File: config.mk
export PLATFORM = sky130hd
export DESIGN_NAME = fpu_fp80_to_uint64
export DESIGN_NICKNAME = d
export VERILOG_FILES = /design/src/rtl/fpu_fp80_to_uint64.sv
export SDC_FILE = /design/constraint.sdc
export NUM_CORES = 1
export LEC_CHECK = 0
export BUFFER_PORTS_ARGS = -buffer_cell sky130_fd_sc_hd__buf_4
export CORE_AREA = 2 2 197 199
export CTS_CLUSTER_SIZE = 30
export DETAILED_ROUTE_END_ITERATION = 10
export DIE_AREA = 0 0 199 201
export PLACE_DENSITY = 0.65
export SLEW_MARGIN = 20
export SYNTH_ARGS = -nofsm -noshare
export SYNTH_HDL_FRONTEND = slang
export SYNTH_SLANG_ARGS = --single-unit
File: constraint.sdc
create_clock -name clk -period 7.8 [get_ports clk]
set_input_delay 0 -clock clk [delete_from_list [all_inputs] [get_ports clk]]
set_output_delay 0 -clock clk [all_outputs]
set_load 0.02 [all_outputs]
File: src/rtl/fpu_fp80_to_uint64.sv
// fpu_fp80_to_uint64
//   Converts an 80-bit x87 extended-precision operand into a 64-bit unsigned
//   magnitude plus a separate sign bit, rounded according to the x87 RC field.
//   This sits in the FBSTP path ahead of the BCD encoder. A small FSM runs the
//   conversion over three cycles behind a start/done handshake.
//
// Ports
//   clk         in   1   clock, rising edge
//   reset       in   1   asynchronous, active-high
//   enable      in   1   start pulse, only sampled while idle
//   fp_in       in   80  {sign[79], exp[78:64], mant[63:0]}, explicit integer bit
//   round_mode  in   2   00 nearest-even, 01 down, 10 up, 11 truncate
//   uint_out    out  64  rounded magnitude
//   sign_out    out  1   operand sign, forced to 1 when invalid
//   invalid     out  1   NaN / Inf / unnormal / magnitude >= 2^64
//   precision   out  1   result was inexact (0 when invalid)
//   busy        out  1   high from the accepting edge until done
//   done        out  1   one-cycle completion pulse

module fpu_fp80_to_uint64 #(
    parameter logic [63:0] INVALID_MAG = 64'h0
) (
    input  logic        clk,
    input  logic        reset,
    input  logic        enable,
    input  logic [79:0] fp_in,
    input  logic [1:0]  round_mode,
    output logic [63:0] uint_out,
    output logic        sign_out,
    output logic        invalid,
    output logic        precision,
    output logic        busy,
    output logic        done
);

    typedef enum logic [1:0] {
        S_IDLE  = 2'd0,
        S_ALIGN = 2'd1,
        S_ROUND = 2'd2,
        S_DONE  = 2'd3
    } state_t;

    state_t state_q;

    // Captured operand
    logic [79:0] fp_q;
    logic [1:0]  rm_q;

    // Alignment results
    logic [63:0] int_q, int_d;
    logic        rbit_q, rbit_d;
    logic        sticky_q, sticky_d;
    logic        inv_a_q, inv_a_d;

    // Rounding results
    logic [63:0] mag_q, mag_d;
    logic        inv_r_q, inv_r_d;
    logic        inex_q, inex_d;

    // Output registers
    logic [63:0] uint_q;
    logic        sign_q, invalid_q, precision_q, busy_q, done_q;

    // ------------------------------------------------------------------
    // Alignment: classify the operand and split it into integer part,
    // round bit and sticky bit.
    // ------------------------------------------------------------------
    logic [14:0]         exp_w;
    logic [63:0]         mant_w;
    logic signed [15:0]  e_w;
    logic [6:0]          shamt_w;
    logic [127:0]        shifted_w;

    always_comb begin
        exp_w     = fp_q[78:64];
        mant_w    = fp_q[63:0];
        e_w       = $signed({1'b0, exp_w}) - 16'sd16383;
        // For e in -1..63 the low 7 bits give 63-e exactly (0..64).
        shamt_w   = 7'd63 - e_w[6:0];
        shifted_w = '0;
        int_d     = '0;
        rbit_d    = 1'b0;
        sticky_d  = 1'b0;
        inv_a_d   = 1'b0;
        if (exp_w == 15'h7FFF) begin
            inv_a_d = 1'b1;
        end else if ((exp_w != 15'h0) && !mant_w[63]) begin
            inv_a_d = 1'b1;
        end else if (e_w > 16'sd63) begin
            inv_a_d = 1'b1;
        end else if (e_w >= -16'sd1) begin
            // Integer part lands in the upper half, fraction in the lower half;
            // e == -1 (shift by 64) leaves the whole mantissa as the fraction.
            shifted_w = {mant_w, 64'h0} >> shamt_w;
            int_d     = shifted_w[127:64];
            rbit_d    = shifted_w[63];
            sticky_d  = |shifted_w[62:0];
        end else begin
            // Zero, denormals and |x| < 0.5: everything is below the round bit.
            sticky_d = |mant_w;
        end
    end

    // ------------------------------------------------------------------
    // Rounding: choose the increment from RC and the sign, detect carry-out.
    // ------------------------------------------------------------------
    logic        inc_w;
    logic [64:0] sum_w;

    always_comb begin
        inex_d = rbit_q | sticky_q;
        inc_w  = 1'b0;
        case (rm_q)
            2'b00: inc_w = rbit_q & (sticky_q | int_q[0]);
            2'b01: inc_w = inex_d & fp_q[79];
            2'b10: inc_w = inex_d & ~fp_q[79];
            default: inc_w = 1'b0;
        endcase
        sum_w   = {1'b0, int_q} + {64'h0, inc_w};
        mag_d   = sum_w[63:0];
        inv_r_d = inv_a_q | sum_w[64];
    end

    // Datapath registers carry no reset; they are only consumed under FSM control.
    always_ff @(posedge clk) begin
        if ((state_q == S_IDLE) && enable) begin
            fp_q <= fp_in;
            rm_q <= round_mode;
        end
        if (state_q == S_ALIGN) begin
            int_q    <= int_d;
            rbit_q   <= rbit_d;
            sticky_q <= sticky_d;
            inv_a_q  <= inv_a_d;
        end
        if (state_q == S_ROUND) begin
            mag_q   <= mag_d;
            inv_r_q <= inv_r_d;
            inex_q  <= inex_d;
        end
    end

    // FSM with registered outputs
    always_ff @(posedge clk or posedge reset) begin
        if (reset) begin
            state_q     <= S_IDLE;
            uint_q      <= '0;
            sign_q      <= 1'b0;
            invalid_q   <= 1'b0;
            precision_q <= 1'b0;
            busy_q      <= 1'b0;
            done_q      <= 1'b0;
        end else begin
            done_q <= 1'b0;
            case (state_q)
                S_IDLE: begin
                    if (enable) begin
                        busy_q  <= 1'b1;
                        state_q <= S_ALIGN;
                    end
                end
                S_ALIGN: state_q <= S_ROUND;
                S_ROUND: state_q <= S_DONE;
                S_DONE: begin
                    if (inv_r_q) begin
                        uint_q      <= INVALID_MAG;
                        sign_q      <= 1'b1;
                        invalid_q   <= 1'b1;
                        precision_q <= 1'b0;
                    end else begin
                        uint_q      <= mag_q;
                        sign_q      <= fp_q[79];
                        invalid_q   <= 1'b0;
                        precision_q <= inex_q;
                    end
                    done_q  <= 1'b1;
                    busy_q  <= 1'b0;
                    state_q <= S_IDLE;
                end
                default: state_q <= S_IDLE;
            endcase
        end
    end

    assign uint_out  = uint_q;
    assign sign_out  = sign_q;
    assign invalid   = invalid_q;
    assign precision = precision_q;
    assign busy      = busy_q;
    assign done      = done_q;

endmodule

==> results of run 1 <==
through the flow:
stage | cell area [um2] | std cells | setup slack [ns]
floorplan | 16810 | 1492 | 3.658
global placement | 18390 | 2093 | 2.464
detailed placement | 18390 | 2093 | 2.321
CTS | 20200 | 2231 | 2.276
global route | 20200 | 2231 | 2.160
finish | 20200 | 2231 | 2.540
critical path, delay by kind of cell (launching register included):
family,cells,cell delay (ns)
XOR/XNOR,1,0.30
buffers and inverters,2,1.00
adder cells (fa/ha/maj),1,0.60
AO/OA/AOI/OAI,5,1.92
AND/OR/NAND/NOR,3,0.76
flip-flops,1,0.35
power by group through the flow:
stage / Clock (mW) / Sequential (mW) / Combinational, mW
after floorplan: 0 / 2.73 / 1.94
after global placement: 0 / 2.60 / 3.18
after detailed placement: 0 / 2.62 / 3.18
after CTS: 1.45 / 2.59 / 3.23
after global routing: 1.51 / 2.65 / 3.49
final: 1.40 / 2.59 / 3.26
kinds of logic (layout without fill, tap and decap cells):
logic type,after synthesis,in the layout
AND/OR/NAND/NOR,477,477
adder cells (fa/ha/maj),12,12
flip-flops,286,286
AO/OA/AOI/OAI,257,257
multiplexers,208,208
buffers and inverters,175,396
XOR/XNOR,77,77
registers in the layout, summed over array words and instances (netlist names), 2 cells and up:
| signal | count |
|---|---|
| uint_out | 64 |
| rm_q | 2 |
| mag_q | 64 |
| int_q | 64 |
| state_q | 2 |
| fp_q | 80 |
routing by layer:
layer  track usage [%]  routed length (um)  vias up
met1             32.36               20520     6179
met5                 0                   0        -
li1                  -                   -     5958
met2             39.34               22800      439
met3             3.461                2476       86
met4             8.049                1708        0
layout make-up:
class,count,area [um2]
fill,3296,17900
sequential,286,8233
multi-input combinational,1031,7886
timing repair buffer,256,2145
clock buffer,39,825.8
tap,518,648.1
inverter,86,322.8
clock inverter,15,141.4
cells in the final DEF, fill, tap and decap left out, types with 31 or more instances in the layout:
| cell | count |
|---|---|
| nand3_1 | 43 |
| mux2i_1 | 92 |
| dfrtp_1 | 71 |
| mux4_2 | 57 |
| clkbuf_16 | 31 |
| nand2_1 | 164 |
| mux2_2 | 59 |
| edfxtp_1 | 215 |
| buf_4 | 171 |
| a21oi_1 | 32 |
| nor2_1 | 106 |
| o21ai_0 | 94 |
| dlygate4sd3_1 | 84 |
| xnor2_1 | 53 |
| inv_1 | 85 |
what timing repair did:
item	4_1_cts	5_1_grt
hold buffers	84	0
gates resized for setup	0	0
endpoints found under the hold margin	168	0
setup buffers	0	0
worst paths after layout:
| kind | slack [ns] | endpoint |
|---|---|---|
| min | 0.12 | fp_q[76]$_DFFE_PP_ |
| max | 2.54 | sticky_q$_SDFFCE_PP0N_ |
| max in group asynchronous | 6.96 | uint_out[22]$_DFFE_PP0P_ |
| min reg2reg | 0.45 | uint_out[4]$_DFFE_PP0P_ |
| max reg2reg | 2.54 | sticky_q$_SDFFCE_PP0N_ |
| min in group asynchronous | 0.25 | done$_DFF_PP0_ |
==> impl_metrics.py, run 1 <==
metrics = {
    "logic_synthesis": {
        "yosysMostFrequentCell": "edfxtp_1",
        "synth_cell_types": 86,
        "synth_area_leaders": "edfxtp_1, dfrtp_1, mux4_2",
        "async_flop_share_pct": 24.83,
        "ys_seq_area_share_pct": 48.98,
        "synth_simple_gate_area_share_pct": 14.02,
        "synth_xor_area_share_pct": 4.057,
        "ys.flop_type": "edfxtp_1",
        "syn_nets": 1589,
        "synth_edf_count": 215,
        "synth_warnings": 0,
        "synth_fa_ha_area_share_pct": 0.8933,
        "synth_top_family_by_area": "multiplexers",
        "synth_top_area_share_pct": 38.41,
        "ys_ff_latch": 286,
        "ys_top_cells_by_count": "edfxtp_1, nand2_1, nor2_1",
        "synth_compound_area_share_pct": 10.18,
        "syn_inst": 1492,
        "synthMuxAreaShare_pct": 17.07,
        "avgSynthCellArea_um2": 11.27,
        "syn_area_mm2": 0.01681,
        "yosysTopAreaCell": "edfxtp_1",
    },
    "clock_network": {
        "ctsLongestPathBuffers": 3,
        "cts_root_buffer": "clkbuf_16",
        "cts_sinks": 286,
        "cts_tree": "built",
        "clk_pin_slew_ns": 0.07,
        "clk_latency_ns": 0.60,
        "cts_buffers": 29,
        "cts_max_level": 1,
    },
    "route": {
        "avgViaCountPerCell": 5.675,
        "post_drt_wl_per_cell_um": 21.29,
        "drtAntennaViolNets": 0,
        "wirelength_um": 47500,
        "first_iter_violations": 976,
        "drt-pass1-iter-count": 5,
        "drc_errors": 0,
        "via_count": 12660,
    },
    "floorplanning": {
        "coreArea_mm2": 0.03811,
        "start_util_pct": 44.11,
        "die_x_um": 199,
        "ioPinCount": 154,
        "rows": 72,
        "die_y_um": 201,
        "dieArea_mm2": 0.04000,
    },
    "power": {
        "p_leak_nw": 7.630,
        "p_switching_mw": 2.965,
        "power_density_mw_per_mm2": 359.0,
        "pwr-share-clk_pct": 19.4,
        "ir_drop_v": 0.0002035,
        "p_int_mw": 4.288,
        "power_frac_seq_pct": 35.7,
        "combPwrFrac_pct": 45.0,
        "swShare_pct": 40.88,
        "total_power_mw": 7.253,
    },
    "final_layout": {
        "diodes": 0,
        "synthToLayoutAreaGrowth_pct": 20.19,
        "drive_gt1_share_pct": 21.66,
        "finalCoreUtilization_pct": 53.01,
        "fin_nets": 1787,
    },
    "outcome": {
        "status": "finished, final reports clean",
    },
    "placement": {
        "place_congestion": 1.010,
        "port_buffers": 153,
        "dp_hpwl_um": 34480,
    },
    "timing": {
        "slew_viol_final": 0,
        "setup_violations": 0,
        "rsz0062_at_grt": "no",
        "fin_crit_sh_pct": 67.43,
        "finClkSkew_ns": 0.03442,
        "tns_ns": 0,
        "relSlewSlack_pct": 23.20,
        "fin_crit_ns": 5.260,
        "max_freq_mhz": 190.1,
        "tightest_slew_ns": 1.138,
        "hold_violations": 0,
        "hold_ws_ns": 0.1208,
    },
    "global_routing": {
        "grt_use_total_pct": 23.89,
        "grt_max_degree": 72,
        "grt_pass1_vias": 12690,
        "antenna_found_initial": 0,
        "overflow": 0,
        "grt_pass1_wl_um": 74200,
    },
    "worst_setup_path": {
        "start_kind": "flip-flop",
        "reg2reg_depth": 12,
        "rr_startpoint": "fp_q[64]$_DFFE_PP_",
        "crit_type": "reg2reg",
        "cp_cell_sequence": "buf_4 -> ha_1 -> nand3_1 -> xor2_4 -> buf_4 -> o41ai_2 -> o311ai_0 -> nor2_1 -> o21ai_0 -> nand4b_1 -> a22oi_1 -> a41oi_1",
        "cpMostUsedCell": "buf_4",
        "end_kind": "flip-flop",
        "worstPathMaxFanout": 65,
        "cp.required_ns": 8.11,
        "critPathArrivalTime_ns": 5.57,
        "crit_slowest_cell": "o41ai_2",
        "slowest_delay_ns": 0.87,
        "critical_path.startpoint": "fp_q[64]$_DFFE_PP_",
    },
    "job": {
        "drv_cap": 0,
    },
    "min_path": {
        "worstHoldPathCells": 2,
        "hold_class": "in2reg",
        "min_from": "fp_in[76]",
    },
}
No activity file was read; power rests on OpenSTA's default activity.
==> inputs of run 2 (changes only) <==
--- a/config.mk
+++ b/config.mk
@@ -10,7 +10,7 @@
 export CTS_CLUSTER_SIZE = 30
 export DETAILED_ROUTE_END_ITERATION = 10
 export DIE_AREA = 0 0 199 201
-export PLACE_DENSITY = 0.65
+export PLACE_DENSITY = 0.67
 export SLEW_MARGIN = 20
 export SYNTH_ARGS = -nofsm -noshare
 export SYNTH_HDL_FRONTEND = slang
==> constraint.sdc (replaced) <==
create_clock -name clk -period 4.5 [get_ports clk]
set_input_delay 0 -clock clk [delete_from_list [all_inputs] [get_ports clk]]
set_output_delay 0 -clock clk [all_outputs]
set_load 0.02 [all_outputs]
==> impl_metrics.py, run 2 (synthesis results as in run 1) <==
metrics = {
    "timing": {
        "fin_crit_sh_pct": 95.06,
        "hold_violations": 0,
        "rsz0062_at_grt": "no",
        "hold_ws_ns": 0.1405,
        "relSlewSlack_pct": 32.04,
        "finClkSkew_ns": 0.01400,
        "fin_crit_ns": 4.278,
        "slew_viol_final": 0,
        "tightest_slew_ns": 1.012,
        "max_freq_mhz": 233.8,
        "setup_violations": 0,
        "tns_ns": 0,
    },
    "placement": {
        "dp_hpwl_um": 38040,
        "port_buffers": 153,
        "placedInstanceArea_mm2": 0.01904,
        "place_congestion": 0.9330,
    },
    "power": {
        "power_density_mw_per_mm2": 624.1,
        "p_switching_mw": 5.224,
        "p_leak_nw": 8.068,
        "pwr-share-clk_pct": 19.0,
        "power_frac_seq_pct": 34.2,
        "ir_drop_v": 0.0004285,
        "combPwrFrac_pct": 46.8,
        "swShare_pct": 40.07,
        "p_int_mw": 7.814,
    },
    "global_routing": {
        "grt_use_total_pct": 25.25,
        "overflow": 0,
        "grt_pass1_vias": 12950,
        "antenna_found_initial": 0,
        "grt_max_degree": 73,
        "grt_pass1_wl_um": 77300,
    },
    "worst_setup_path": {
        "cp.required_ns": 4.77,
        "critPathArrivalTime_ns": 4.55,
        "reg2reg_depth": 16,
        "rr_startpoint": "fp_q[64]$_DFFE_PP_",
        "cp_top_family": "multiplexers",
        "end_kind": "flip-flop",
        "cp.buffers_inverters": 5,
        "critical_path.startpoint": "fp_q[64]$_DFFE_PP_",
        "r2r-end": "sticky_q$_SDFFCE_PP0N_",
        "slowest_delay_ns": 0.43,
        "cpMostUsedCell": "buf_4",
        "crit_type": "reg2reg",
        "r2r_slack_ns": 0.22,
        "crit_slowest_cell": "o21ai_0",
        "worstPathMaxFanout": 19,
        "start_kind": "flip-flop",
        "cp_cell_sequence": "inv_1 -> ha_4 -> buf_12 -> mux2_2 -> mux2i_1 -> mux2i_1 -> nor4bb_1 -> o21ai_0 -> o21ai_0 -> buf_4 -> nor3b_1 -> buf_4 -> a31oi_1 -> o31ai_1 -> buf_4 -> a41oi_1",
    },
    "final_layout": {
        "layout_commonest_cell": "buf_4",
        "final_cell_area_mm2": 0.02089,
        "final_cell_mix": "buf_4, edfxtp_1, nand2_1, nor2_1, o21ai_0",
        "largest_register": "fp_q",
        "diodes": 0,
        "synthToLayoutAreaGrowth_pct": 24.28,
        "largest_register_ffs": 80,
        "fillers": 3255,
        "fin_nets": 1863,
        "drive_gt1_share_pct": 25.10,
    },
    "route": {
        "wl_met2_um": 24260,
        "post_drt_wl_per_cell_um": 21.75,
        "drt-pass1-iter-count": 5,
        "via_count": 12890,
        "drtAntennaViolNets": 0,
        "wirelength_um": 50170,
        "first_iter_violations": 859,
        "drc_errors": 0,
        "top_layer": "met4",
        "drt-met1-wl_um": 21560,
        "route.met3.wl_um": 1945,
        "avgViaCountPerCell": 5.585,
    },
    "clock_network": {
        "cts_tree": "built",
        "cts_root_buffer": "clkbuf_16",
        "ctsLongestPathBuffers": 3,
        "cts_max_level": 1,
        "clk_pin_slew_ns": 0.06,
        "cts_buffers": 29,
        "clk_latency_ns": 0.57,
        "cts_sinks": 286,
    },
    "floorplanning": {
        "rows": 72,
        "dieArea_mm2": 0.04000,
        "ioPinCount": 154,
        "die_y_um": 201,
        "coreArea_mm2": 0.03811,
        "die_x_um": 199,
        "start_util_pct": 44.11,
    },
    "job": {
        "drv_cap": 0,
    },
    "outcome": {
        "status": "finished, final reports clean",
    },
    "min_path": {
        "min_from": "fp_in[46]",
        "worstHoldPathCells": 2,
        "whs_endpoint": "fp_q[46]$_DFFE_PP_",
        "hold_class": "in2reg",
    },
}
==> run 2: power by group through the flow <==
stage | clock [mW] | combinational, mW | sequential [mW]
6_report | 2.48 | 6.10 | 4.45
5_1_grt | 2.64 | 6.53 | 4.56
3_5_place_dp | 0 | 5.97 | 4.51
3_3_place_gp | 0 | 5.97 | 4.47
2_1_floorplan | 0 | 3.37 | 4.73
4_1_cts | 2.54 | 6.06 | 4.46
==> run 2: area by class of cell <==
type | count | area (um2) | share of cell area (%)
sequential | 286 | 8233 | 39.41
timing repair buffer | 332 | 2790 | 13.36
inverter | 86 | 322.8 | 1.545
clock inverter | 14 | 150.1 | 0.7187
clock buffer | 40 | 840.8 | 4.025
tap | 518 | 648.1 | 3.103
multi-input combinational | 1031 | 7905 | 37.84
==> run 2: what timing repair did <==
action                                 4_1_cts  5_1_grt
setup buffers                                0        0
gates resized for setup                      0        3
setup endpoints to repair                    0        4
hold buffers                                84        0
endpoints found under the hold margin      156        0
==> run 2: routing by layer <==
layer / vias to the layer above / GRT usage, %
met2: 374 / 42.22
met1: 6301 / 33.47
met3: 96 / 2.487
li1: 6114 / -
met4: 0 / 10.82
met5: - / 0
==> run 2: how the worst max path moves through the flow <==
stage / end / slack [ns] / cells past startpoint
after floorplan: sticky_q$_SDFFCE_PP0N_ / 0.36 / 17
after global placement: sticky_q$_SDFFCE_PP0N_ / 0.32 / 13
after detailed placement: mag_q[58]$_DFFE_PP_ / 0.24 / 17
after CTS: mag_q[62]$_DFFE_PP_ / 0.25 / 17
after global routing: sticky_q$_SDFFCE_PP0N_ / 0.05 / 15
final: sticky_q$_SDFFCE_PP0N_ / 0.22 / 16
==> run 2: per-stage QoR <==
| step | utilization [%] | setup WS (ns) | total power [mW] | std cells |
|---|---|---|---|---|
| 6_report | 54.82 | 0.2223 | 13.04 | 2307 |
| 5_1_grt | 54.82 | 0.05499 | 13.73 | 2307 |
| 4_1_cts | 54.77 | 0.2478 | 13.05 | 2307 |
| 3_5_place_dp | 49.96 | 0.2437 | 10.47 | 2169 |
| 3_3_place_gp | 49.96 | 0.3235 | 10.45 | 2169 |
| 2_1_floorplan | - | 0.3581 | 8.095 | 1492 |
